===== src/rtl/hazard_pkg.sv =====
`default_nettype none
// +----------------------------------------------------------------------------+
// | Module   : hazard_pkg                                                      |
// | Purpose  : Shared encodings for the RV32 pipeline hazard controller.       |
// | Revision : 1.0 - initial release                                           |
// +----------------------------------------------------------------------------+
package hazard_pkg;

    localparam logic [1:0] FWD_RF    = 2'd0;
    localparam logic [1:0] FWD_W     = 2'd1;
    localparam logic [1:0] FWD_M_ALU = 2'd2;
    localparam logic [1:0] FWD_M_LUI = 2'd3;

    localparam logic [1:0] RESULT_SRC_LOAD = 2'b01;

    typedef enum logic [0:0] {
        IDLE = 1'b0,
        BUSY = 1'b1
    } mc_state_t;

endpackage : hazard_pkg
`default_nettype wire


===== src/rtl/pipeline_hazard_ctrl_if.sv =====
`default_nettype none
// +----------------------------------------------------------------------------+
// | Module   : pipeline_hazard_ctrl_if                                         |
// | Purpose  : Datapath <-> hazard controller bundle (master = datapath).      |
// | Revision : 1.0 - initial release                                           |
// +----------------------------------------------------------------------------+
interface pipeline_hazard_ctrl_if;

    logic [4:0] Rs1D;
    logic [4:0] Rs2D;
    logic [4:0] Rs1E;
    logic [4:0] Rs2E;
    logic [4:0] RdE;
    logic [4:0] RdM;
    logic [4:0] RdW;
    logic       regWriteM;
    logic       regWriteW;
    logic [1:0] resultSrcE;
    logic       luiM;
    logic [1:0] PCSrcE;
    logic       mcStartE;

    logic [1:0] forwardAE;
    logic [1:0] forwardBE;
    logic       stallF;
    logic       stallD;
    logic       stallE;
    logic       flushD;
    logic       flushE;
    logic       flushM;
    logic       mcBusy;

    modport master (
        output Rs1D, Rs2D, Rs1E, Rs2E, RdE, RdM, RdW,
        output regWriteM, regWriteW, resultSrcE, luiM, PCSrcE, mcStartE,
        input  forwardAE, forwardBE, stallF, stallD, stallE,
        input  flushD, flushE, flushM, mcBusy
    );

    modport slave (
        input  Rs1D, Rs2D, Rs1E, Rs2E, RdE, RdM, RdW,
        input  regWriteM, regWriteW, resultSrcE, luiM, PCSrcE, mcStartE,
        output forwardAE, forwardBE, stallF, stallD, stallE,
        output flushD, flushE, flushM, mcBusy
    );

endinterface : pipeline_hazard_ctrl_if
`default_nettype wire


===== src/rtl/pipeline_hazard_ctrl_forward_sel.sv =====
`default_nettype none
// +----------------------------------------------------------------------------+
// | Module   : forward_sel                                                     |
// | Purpose  : EX operand forward select for one source register.             |
// | Revision : 1.0 - initial release                                           |
// +----------------------------------------------------------------------------+
module forward_sel
    import hazard_pkg::*;
(
    input  wire logic [4:0] RsE,
    input  wire logic [4:0] RdM,
    input  wire logic [4:0] RdW,
    input  wire logic       regWriteM,
    input  wire logic       regWriteW,
    input  wire logic       luiM,
    output logic      [1:0] sel
);

    logic w_rs_nonzero;

    assign w_rs_nonzero = (RsE != 5'd0);

    // The youngest producer (M) shadows an older write of the same register in W.
    always_comb begin
        sel = FWD_RF;
        if (w_rs_nonzero && regWriteM && (RsE == RdM)) begin
            sel = luiM ? FWD_M_LUI : FWD_M_ALU;
        end else if (w_rs_nonzero && regWriteW && (RsE == RdW)) begin
            sel = FWD_W;
        end
    end

endmodule : forward_sel
`default_nettype wire


===== src/rtl/pipeline_hazard_ctrl.sv =====
`default_nettype none
// +----------------------------------------------------------------------------+
// | Module   : pipeline_hazard_ctrl                                            |
// | Purpose  : Forwarding, load-use and multi-cycle EX hold control for the    |
// |            5-stage RV32 pipeline. HAZARD_PERF_CNT_EN adds stall/flush      |
// |            performance counters.                                           |
// | Revision : 1.0 - initial release                                           |
// +----------------------------------------------------------------------------+
module pipeline_hazard_ctrl
    import hazard_pkg::*;
#(
    parameter int MC_CYCLES = 4,
    parameter int CNT_W     = 4
) (
    input  wire logic             clk,
    input  wire logic             rst,
    pipeline_hazard_ctrl_if.slave hz
`ifdef HAZARD_PERF_CNT_EN
    ,
    output logic [31:0]           stallCycles,
    output logic [31:0]           flushCount
`endif
);

    localparam bit               C_MC_MULTI = (MC_CYCLES >= 2);
    localparam logic [CNT_W-1:0] C_CNT_LOAD = CNT_W'((MC_CYCLES >= 2) ? (MC_CYCLES - 2) : 0);

    logic [1:0]       w_fwd_a;
    logic [1:0]       w_fwd_b;
    logic             w_lw_stall;
    logic             w_mc_stall;
    logic             w_taken;
    mc_state_t        r_state;
    mc_state_t        w_state_nxt;
    logic [CNT_W-1:0] r_cnt;
    logic [CNT_W-1:0] w_cnt_nxt;

    forward_sel u_fwd_a (
        .RsE       (hz.Rs1E),
        .RdM       (hz.RdM),
        .RdW       (hz.RdW),
        .regWriteM (hz.regWriteM),
        .regWriteW (hz.regWriteW),
        .luiM      (hz.luiM),
        .sel       (w_fwd_a)
    );

    forward_sel u_fwd_b (
        .RsE       (hz.Rs2E),
        .RdM       (hz.RdM),
        .RdW       (hz.RdW),
        .regWriteM (hz.regWriteM),
        .regWriteW (hz.regWriteW),
        .luiM      (hz.luiM),
        .sel       (w_fwd_b)
    );

    assign w_lw_stall = (hz.resultSrcE == RESULT_SRC_LOAD) && (hz.RdE != 5'd0) &&
                        ((hz.RdE == hz.Rs1D) || (hz.RdE == hz.Rs2D));

    always_ff @(posedge clk) begin
        if (rst) begin
            r_state <= IDLE;
            r_cnt   <= '0;
        end else begin
            r_state <= w_state_nxt;
            r_cnt   <= w_cnt_nxt;
        end
    end

    // The first EX cycle stalls from IDLE so the unit can latch operands while
    // M/W forwarding is still valid; cnt then counts the remaining held cycles.
    always_comb begin
        w_state_nxt = r_state;
        w_cnt_nxt   = r_cnt;
        w_mc_stall  = 1'b0;
        case (r_state)
            IDLE: begin
                if (hz.mcStartE && C_MC_MULTI) begin
                    w_mc_stall  = 1'b1;
                    w_state_nxt = BUSY;
                    w_cnt_nxt   = C_CNT_LOAD;
                end
            end
            BUSY: begin
                if (r_cnt != '0) begin
                    w_mc_stall = 1'b1;
                    w_cnt_nxt  = r_cnt - CNT_W'(1);
                end else begin
                    w_state_nxt = IDLE;
                end
            end
            default: begin
                w_state_nxt = IDLE;
                w_cnt_nxt   = '0;
            end
        endcase
    end

    // A branch resolved by an op still held in EX is not real yet, so mask it.
    assign w_taken = (hz.PCSrcE != 2'b00) && !w_mc_stall;

    assign hz.forwardAE = w_fwd_a;
    assign hz.forwardBE = w_fwd_b;
    assign hz.stallF    = w_lw_stall | w_mc_stall;
    assign hz.stallD    = w_lw_stall | w_mc_stall;
    assign hz.stallE    = w_mc_stall;
    assign hz.flushM    = w_mc_stall;
    assign hz.flushD    = w_taken;
    assign hz.flushE    = w_taken | (w_lw_stall & !w_mc_stall);
    assign hz.mcBusy    = (r_state == BUSY);

`ifdef HAZARD_PERF_CNT_EN
    logic [31:0] r_stall_cycles;
    logic [31:0] r_flush_count;

    always_ff @(posedge clk) begin
        if (rst) begin
            r_stall_cycles <= '0;
            r_flush_count  <= '0;
        end else begin
            if (w_lw_stall | w_mc_stall) begin
                r_stall_cycles <= r_stall_cycles + 32'd1;
            end
            if (w_taken | (w_lw_stall & !w_mc_stall)) begin
                r_flush_count <= r_flush_count + 32'd1;
            end
        end
    end

    assign stallCycles = r_stall_cycles;
    assign flushCount  = r_flush_count;
`endif

endmodule : pipeline_hazard_ctrl
`default_nettype wire


===== src/flat_wrapper.sv =====
// flat-port wrapper written by rule: the top's interface ports become plain ports
module pipeline_hazard_ctrl_flat import hazard_pkg::*;
#(
    parameter int MC_CYCLES = 4,
    parameter int CNT_W     = 4
)
  (clk, rst, hz_Rs1D, hz_Rs2D, hz_Rs1E, hz_Rs2E, hz_RdE, hz_RdM, hz_RdW, hz_regWriteM, hz_regWriteW, hz_resultSrcE, hz_luiM, hz_PCSrcE, hz_mcStartE, hz_forwardAE, hz_forwardBE, hz_stallF, hz_stallD, hz_stallE, hz_flushD, hz_flushE, hz_flushM, hz_mcBusy);
  pipeline_hazard_ctrl_if hz_i ();
  input  wire logic clk;
  input  wire logic rst;
  input wire logic [$bits(hz_i.Rs1D)-1:0] hz_Rs1D;
  input wire logic [$bits(hz_i.Rs2D)-1:0] hz_Rs2D;
  input wire logic [$bits(hz_i.Rs1E)-1:0] hz_Rs1E;
  input wire logic [$bits(hz_i.Rs2E)-1:0] hz_Rs2E;
  input wire logic [$bits(hz_i.RdE)-1:0] hz_RdE;
  input wire logic [$bits(hz_i.RdM)-1:0] hz_RdM;
  input wire logic [$bits(hz_i.RdW)-1:0] hz_RdW;
  input wire logic [$bits(hz_i.regWriteM)-1:0] hz_regWriteM;
  input wire logic [$bits(hz_i.regWriteW)-1:0] hz_regWriteW;
  input wire logic [$bits(hz_i.resultSrcE)-1:0] hz_resultSrcE;
  input wire logic [$bits(hz_i.luiM)-1:0] hz_luiM;
  input wire logic [$bits(hz_i.PCSrcE)-1:0] hz_PCSrcE;
  input wire logic [$bits(hz_i.mcStartE)-1:0] hz_mcStartE;
  output wire logic [$bits(hz_i.forwardAE)-1:0] hz_forwardAE;
  output wire logic [$bits(hz_i.forwardBE)-1:0] hz_forwardBE;
  output wire logic [$bits(hz_i.stallF)-1:0] hz_stallF;
  output wire logic [$bits(hz_i.stallD)-1:0] hz_stallD;
  output wire logic [$bits(hz_i.stallE)-1:0] hz_stallE;
  output wire logic [$bits(hz_i.flushD)-1:0] hz_flushD;
  output wire logic [$bits(hz_i.flushE)-1:0] hz_flushE;
  output wire logic [$bits(hz_i.flushM)-1:0] hz_flushM;
  output wire logic [$bits(hz_i.mcBusy)-1:0] hz_mcBusy;
  assign hz_i.Rs1D = hz_Rs1D;
  assign hz_i.Rs2D = hz_Rs2D;
  assign hz_i.Rs1E = hz_Rs1E;
  assign hz_i.Rs2E = hz_Rs2E;
  assign hz_i.RdE = hz_RdE;
  assign hz_i.RdM = hz_RdM;
  assign hz_i.RdW = hz_RdW;
  assign hz_i.regWriteM = hz_regWriteM;
  assign hz_i.regWriteW = hz_regWriteW;
  assign hz_i.resultSrcE = hz_resultSrcE;
  assign hz_i.luiM = hz_luiM;
  assign hz_i.PCSrcE = hz_PCSrcE;
  assign hz_i.mcStartE = hz_mcStartE;
  assign hz_forwardAE = hz_i.forwardAE;
  assign hz_forwardBE = hz_i.forwardBE;
  assign hz_stallF = hz_i.stallF;
  assign hz_stallD = hz_i.stallD;
  assign hz_stallE = hz_i.stallE;
  assign hz_flushD = hz_i.flushD;
  assign hz_flushE = hz_i.flushE;
  assign hz_flushM = hz_i.flushM;
  assign hz_mcBusy = hz_i.mcBusy;
  pipeline_hazard_ctrl #(.MC_CYCLES(MC_CYCLES), .CNT_W(CNT_W)) u_core (.clk(clk), .rst(rst), .hz(hz_i));
endmodule

===== config.mk =====
export PLATFORM = sky130hd
export DESIGN_NAME = pipeline_hazard_ctrl_flat
export DESIGN_NICKNAME = d
export VERILOG_FILES = /design/src/rtl/hazard_pkg.sv /design/src/rtl/pipeline_hazard_ctrl_if.sv /design/src/rtl/pipeline_hazard_ctrl_forward_sel.sv /design/src/rtl/pipeline_hazard_ctrl.sv /design/src/flat_wrapper.sv
export SDC_FILE = /design/constraint.sdc
export NUM_CORES = 1
export LEC_CHECK = 0
export CORE_MARGIN = 2
export CORE_UTILIZATION = 30
export CTS_BUF_LIST = sky130_fd_sc_hd__clkbuf_4 sky130_fd_sc_hd__clkbuf_8 sky130_fd_sc_hd__clkbuf_16
export CTS_CLUSTER_SIZE = 30
export DETAILED_ROUTE_END_ITERATION = 10
export PLACE_DENSITY = 0.83
export SETUP_SLACK_MARGIN = 0.3
export SYNTH_ARGS = -nofsm -noshare
export SYNTH_HDL_FRONTEND = slang
export SYNTH_SLANG_ARGS = --single-unit

===== constraint.sdc =====
create_clock -name clk -period 1.6 [get_ports clk]
set_input_delay 0.32 -clock clk [delete_from_list [all_inputs] [get_ports clk]]
set_output_delay 0.32 -clock clk [all_outputs]
set_load 0.005 [all_outputs]

### Word-level counts from Yosys, hierarchy flattened

Cells that the tools add are included.

| cells by class | value |
|---|---|
| $add $sub $neg | 1 |
| multiply operators | 0 |
| divide/modulo/power cells | 0 |
| magnitude comparators | 0 |
| equal/unequal tests | 9 |
| shift-type cells | 0 |
| muxes and demuxes | 11 |
| bitwise operators | 4 |
| reduce and logical (&&, ||, !) cells | 19 |

Operators by type and width:

| operator | count |
|---|---|
| equality test 5 bit | 6 |
| nonzero test 5 bit | 3 |
| logical AND 1 bit | 11 |
| two-way mux 4 bit | 2 |
| one-hot mux 4 bit (2 select lines) | 1 |
| two-way mux 1 bit | 5 |
| two-way mux 2 bit | 2 |
| != test 2 bit, second input constant | 2 |
| nonzero test 4 bit | 1 |
| subtractor 4 x 1 -> 4 bit, second input constant | 1 |
| equality test 2 x 1 -> 1 bit, second input constant | 1 |
| bitwise OR 1 bit | 2 |
| one-hot mux 1 bit (2 select lines) | 1 |
| AND reduction 2 bit | 1 |
| nonzero test 2 bit | 1 |
| AND 1 bit | 1 |
| zero test 1 bit | 1 |
| logical OR 1 bit | 1 |
| inverter 1 bit | 1 |

| storage, ports and cells | value |
|---|---|
| bits in registers | 5 |
| latch bits | 0 |
| bits in writable memories | 0 |
| bits in read-only memories | 0 |
| input port bits | 45 |
| output and inout port bits | 11 |
| logic and storage cells | 46 |
| memories kept | 0 |

### Depth between registers and ports, before layout

| depth | value |
|---|---|
| depth in word-level cells | 6 |
| depth in mapped cells | 6 |
| gate-level depth less buffers | 6 |

### Hierarchy

Synthesis repeated with hierarchy kept, for this count alone.

| second synthesis, totals | value |
|---|---|
| cells, all modules | 83 |
| area total of the unflattened synthesis | 704.4 µm² |

Modules (own cells, without submodules):

| module | instances | cells each | area an instance (µm²) | seq. area each (µm²) |
|---|---|---|---|---|
| pipeline_hazard_ctrl | 1 | 49 | 409.1 | 100.1 |
| forward_sel | 2 | 17 | 147.6 | 0.0 |

### Worst setup path after synthesis

OpenSTA, ideal clock, no wires.

| path | value |
|---|---|
| path kind | register -> output |
| start point | register u_core.r_cnt[0] |
| end point | output hz_flushE |
| arrival | 1,465 ps |
| required time | 1,280 ps |
| setup slack | -185 ps |
| cell stages (with the launch flop) | 7 |
| path buffers | 0 |
| cell sequence | dfxtp_1 > inv_1 > ha_1 > or3b_4 > a21oi_4 > inv_1 > o31ai_1 |

| between the ends | value |
|---|---|
| longest elaborated chain between the ends | 6 |
| elaborated cells on any way between the ends | 7 |
| classes of those cells | 2 x mux; 2 x bitwise; 3 x reduce/logical |

RTL lines:

| item | line | text |
|---|---|---|
| start, declared | pipeline_hazard_ctrl.sv:35 | `logic [CNT_W-1:0] r_cnt;` |
| start signal, assigned | pipeline_hazard_ctrl.sv:67 | `r_cnt <= w_cnt_nxt;` |
| nonzero test 4 bit * | pipeline_hazard_ctrl.sv:86 | `if (r_cnt != '0) begin` |
| two-way mux 1 bit * | pipeline_hazard_ctrl.sv:86 |  |
| one-hot mux 1 bit (2 select lines) * | pipeline_hazard_ctrl.sv:77 | `case (r_state)` |
| net hz_flushM | flat_wrapper.sv:31 | `output wire logic [$bits(hz_i.flushM)-1:0] hz_flushM;` |
| zero test 1 bit * | pipeline_hazard_ctrl.sv:101, pipeline_hazard_ctrl.sv:110 |  |
| AND 1 bit / logical AND 1 bit (equally long branches) | pipeline_hazard_ctrl.sv:110, pipeline_hazard_ctrl.sv:101 |  |
| bitwise OR 1 bit * | pipeline_hazard_ctrl.sv:110 | `assign hz.flushE = w_taken \| (w_lw_stall & !w_mc_stall);` |
| end, declared | flat_wrapper.sv:30 | `output wire logic [$bits(hz_i.flushE)-1:0] hz_flushE;` |

Mark *: on every way through the listed nets, which the timed path passes. The rest lies on a longest branch.

### Worst setup path after layout

| path | value |
|---|---|
| start point | register u_core.r_cnt[1] |
| end point | output hz_flushE |

| between the ends | value |
|---|---|
| longest elaborated chain between the ends | 6 |
| elaborated cells on any way between the ends | 7 |
| classes of those cells | 2 x mux; 2 x bitwise; 3 x reduce/logical |

RTL lines:

| item | line |
|---|---|
| nonzero test 4 bit * | pipeline_hazard_ctrl.sv:86 |
| two-way mux 1 bit * | pipeline_hazard_ctrl.sv:86 |
| one-hot mux 1 bit (2 select lines) * | pipeline_hazard_ctrl.sv:77 |
| zero test 1 bit * | pipeline_hazard_ctrl.sv:101, pipeline_hazard_ctrl.sv:110 |
| AND 1 bit / logical AND 1 bit (equally long branches) | pipeline_hazard_ctrl.sv:110, pipeline_hazard_ctrl.sv:101 |
| bitwise OR 1 bit * | pipeline_hazard_ctrl.sv:110 |

Mark *: on every way between the ends. The rest lies on a longest branch, timed or not.

==> results.json <==
{
  "grt_pass1_vias": 1036,
  "syn_area_per_cell_um2": 8.446,
  "drc": 0,
  "wl_per_cell_um": 14.70,
  "utilization_pct": 77.09,
  "dp_hpwl_mm": 2.179,
  "nFillCells": 157,
  "synth_edf_count": 0,
  "ff2ff_setup_slack_ns": -0.15,
  "clkLatencyLatePin_ns": 0.25,
  "fp.dieH_um": 52.63,
  "grt_max_degree": 6,
  "period_needed_ns": 2.134,
  "viasPerCell": 4.757,
  "io_pins": 56,
  "worstPathMaxFanout": 3,
  "drv_slew": 0,
  "firstDrtPassIters": 4,
  "skew_ns": 0.001713,
  "synth.distinct_cells": 26,
  "power_density_mw_per_mm2": 465.1,
  "num_vias": 980,
  "core_area_mm2": 0.002233,
  "mostFrequentLayoutCell": "buf_4",
  "drtIter0Drc": 14,
  "syn_area_um2": 709.4,
  "htreeDepth": 1,
  "crit_path_top_delay_cell": "or3b_4",
  "path_depth": 9,
  "fin_nets": 226,
  "wl_mm": 3.028,
  "outcome": "finished with violations",
  "crit_path_end_kind": "output pin",
  "place_congestion": 0.8120,
  "grt_pass1_wl_mm": 4.340,
  "ys_seq_area_share_pct": 14.11,
  "finalCritPeriodShare_pct": 133.4,
  "port-buffer-count": 55,
  "slew_headroom_pct": 81.26,
  "worstPathCellList": "inv_2 > ha_1 > or3b_4 > a21oi_4 > buf_6 > o21ai_2 > buf_4 > o31ai_2 > buf_2",
  "ys_seq_elements": 5,
  "yosysTopAreaCellShare_pct": 22.22,
  "startpoint": "u_core.r_cnt[1]",
  "drt.antenna.violating_nets": 0,
  "initial_core_util_pct": 31.76,
  "endpoint": "hz_flushE",
  "slowest_delay_ns": 0.40,
  "antenna_found_initial": 0,
  "crit_path_start_kind": "register",
  "numCtsBuffers": 3,
  "root_buffer": "clkbuf_4",
  "finalHoldViolations": 0,
  "p_leak_nw": 0.7790,
  "setup_ws_ns": -0.5338,
  "hold_path_depth": 3,
  "crit_type": "register to output pin",
  "synth_fp_nets": 131,
  "drive_gt1_share_pct": 55.62,
  "final_cell_mix": "buf_4 (26), clkdlybuf4s50_1 (22), buf_6 (17), xor2_1 (16), buf_2 (11)",
  "netlist_instances": 84,
  "clk_pin_slew_worst_paths_ns": 0.04,
  "r2r_cells": 8,
  "cts_tree": "yes",
  "setup_viol": 14,
  "cap_violations": 0,
  "clock.fmax_mhz": 468.6,
  "diodes": 0,
  "grt_usage_pct": 21.43,
  "cp.required_ns": 1.28,
  "peakVddDrop_v": 0.0003093,
  "path_buf_inv": 4,
  "yosys-top-cells-area": "xor2_1 (22%), xnor2_1 (17%), dfxtp_1 (14%), mux2_4 (4.2%), ha_1 (3.5%)",
  "cts.sinks": 5,
  "dp_slack_ns": -0.9529,
  "r2r_start": "u_core.r_cnt[1]",
  "rows": 17,
  "worstPathArrival_ns": 1.81,
  "cts.path.max_buffers": 2,
  "hold_class": "register to register",
  "rsz0062_at_grt": "true",
  "critPathTopFamily": "buffers and inverters",
  "ys_warn_count": 0,
  "synth_ff_type": "dfxtp_1",
  "die-area_mm2": 0.002770,
  "fp.dieW_um": 52.63,
  "finalPower_uw": 800.8,
  "synth-async-reset-ratio_pct": 0,
  "grt.overflow.total": 0,
  "yosysTopAreaCell": "xor2_1",
  "syn2layout_area_growth_pct": 142.7,
  "violations": "setup timing",
  "rr_endpoint": "u_core.r_cnt[1]",
  "tightestPinTransition_ns": 0.2805
}
==> final cells by class <==
cell class | count | area, um^2 | area share, %
clock buffers | 4 | 30.03 | 1.744
multi-input cells | 73 | 725.7 | 42.15
repair buffers | 92 | 813.3 | 47.24
inverters | 4 | 15.01 | 0.8721
well taps | 28 | 35.03 | 2.035
flip-flops and latches | 5 | 102.6 | 5.959
==> what timing repair did <==
action,CTS,global route
setup buffers,11,2
resized for setup,112,22
endpoints found under the setup margin,16,15
hold endpoints to repair,0,0
pin swaps,15,14
hold buffers,0,0
==> metal layers <==
metal	share of wire (%)	up-vias	GRT usage, %	wire [um]
met5	0	-	0	0
met4	1.5	0	5.983	44
met3	5.7	4	3.429	172
met2	56	41	43.54	1697
met1	37	454	21.77	1114
li1	-	481	-	-
==> power by group <==
| group | switching [mW] | total (mW) | internal (mW) |
|---|---|---|---|
| Combinational | 0.196 | 0.492 | 0.296 |
| Clock | 0.0571 | 0.169 | 0.112 |
| Sequential | 0.00552 | 0.140 | 0.134 |
| Total | 0.259 | 0.801 | 0.542 |
==> per-stage QoR <==
stage / hold slack (ns) / setup TNS, ns / instances / instance area [um^2]
global route: 0.6142 / -4.968 / 206 / 1722
floorplan: 0.3850 / -0.1935 / 84 / 745.7
detailed placement: 0.5801 / -7.468 / 189 / 1496
global placement: 0.5684 / -7.076 / 189 / 1496
CTS: 0.5720 / -3.993 / 204 / 1637
finish: 0.5868 / -4.073 / 206 / 1722
==> worst reg2reg max path, cell delays in order, from the launching register on <==
cell	delay, ns
dfxtp_1	0.31
inv_2	0.06
ha_1	0.13
or3b_4	0.40
buf_4	0.15
buf_6	0.10
buf_6	0.11
and2_4	0.16
a221oi_2	0.23
==> worst min-delay path by stage <==
stage | end | start
after floorplan | u_core.r_cnt[0] | rst
after global placement | u_core.r_cnt[1] | u_core.r_cnt[1]
after detailed placement | u_core.r_cnt[1] | u_core.r_cnt[1]
after CTS | u_core.r_cnt[1] | u_core.r_cnt[1]
after global routing | u_core.r_cnt[1] | u_core.r_cnt[1]
final | u_core.r_cnt[1] | u_core.r_cnt[1]
==> registers in the layout, indices dropped and copies added, names as in the netlist <==
name and count:
u_core.hz.mcBusy 1, u_core.r_cnt 4
==> kinds of logic (layout without fill, tap and decap cells) <==
kind of cell / count (synthesis) / in the layout / share of synthesized area (%)
DFF: 5 / 5 / 14.11
buffers and inverters: 6 / 100 / 4.232
AOI/OAI and AO/OA: 7 / 7 / 7.761
muxes: 3 / 3 / 5.644
xor gates and xnor gates: 32 / 32 / 39.51
adders and majority gates: 2 / 2 / 3.527
and+or+nand+nor: 29 / 29 / 25.22
==> synth_stat cells (2+ instances only) <==
| library cell | number |
|---|---|
| nor2_2 | 2 |
| buf_4 | 2 |
| dfxtp_1 | 5 |
| mux2_4 | 2 |
| nand3_1 | 2 |
| ha_1 | 2 |
| nor4_1 | 2 |
| or4_1 | 3 |
| inv_1 | 4 |
| xnor2_1 | 14 |
| xor2_1 | 18 |
| o21ai_0 | 3 |
| nand4_1 | 4 |
| nor3_1 | 5 |
| nor2b_1 | 2 |
| nor2_1 | 4 |
Power figures use the tool's default switching activity.
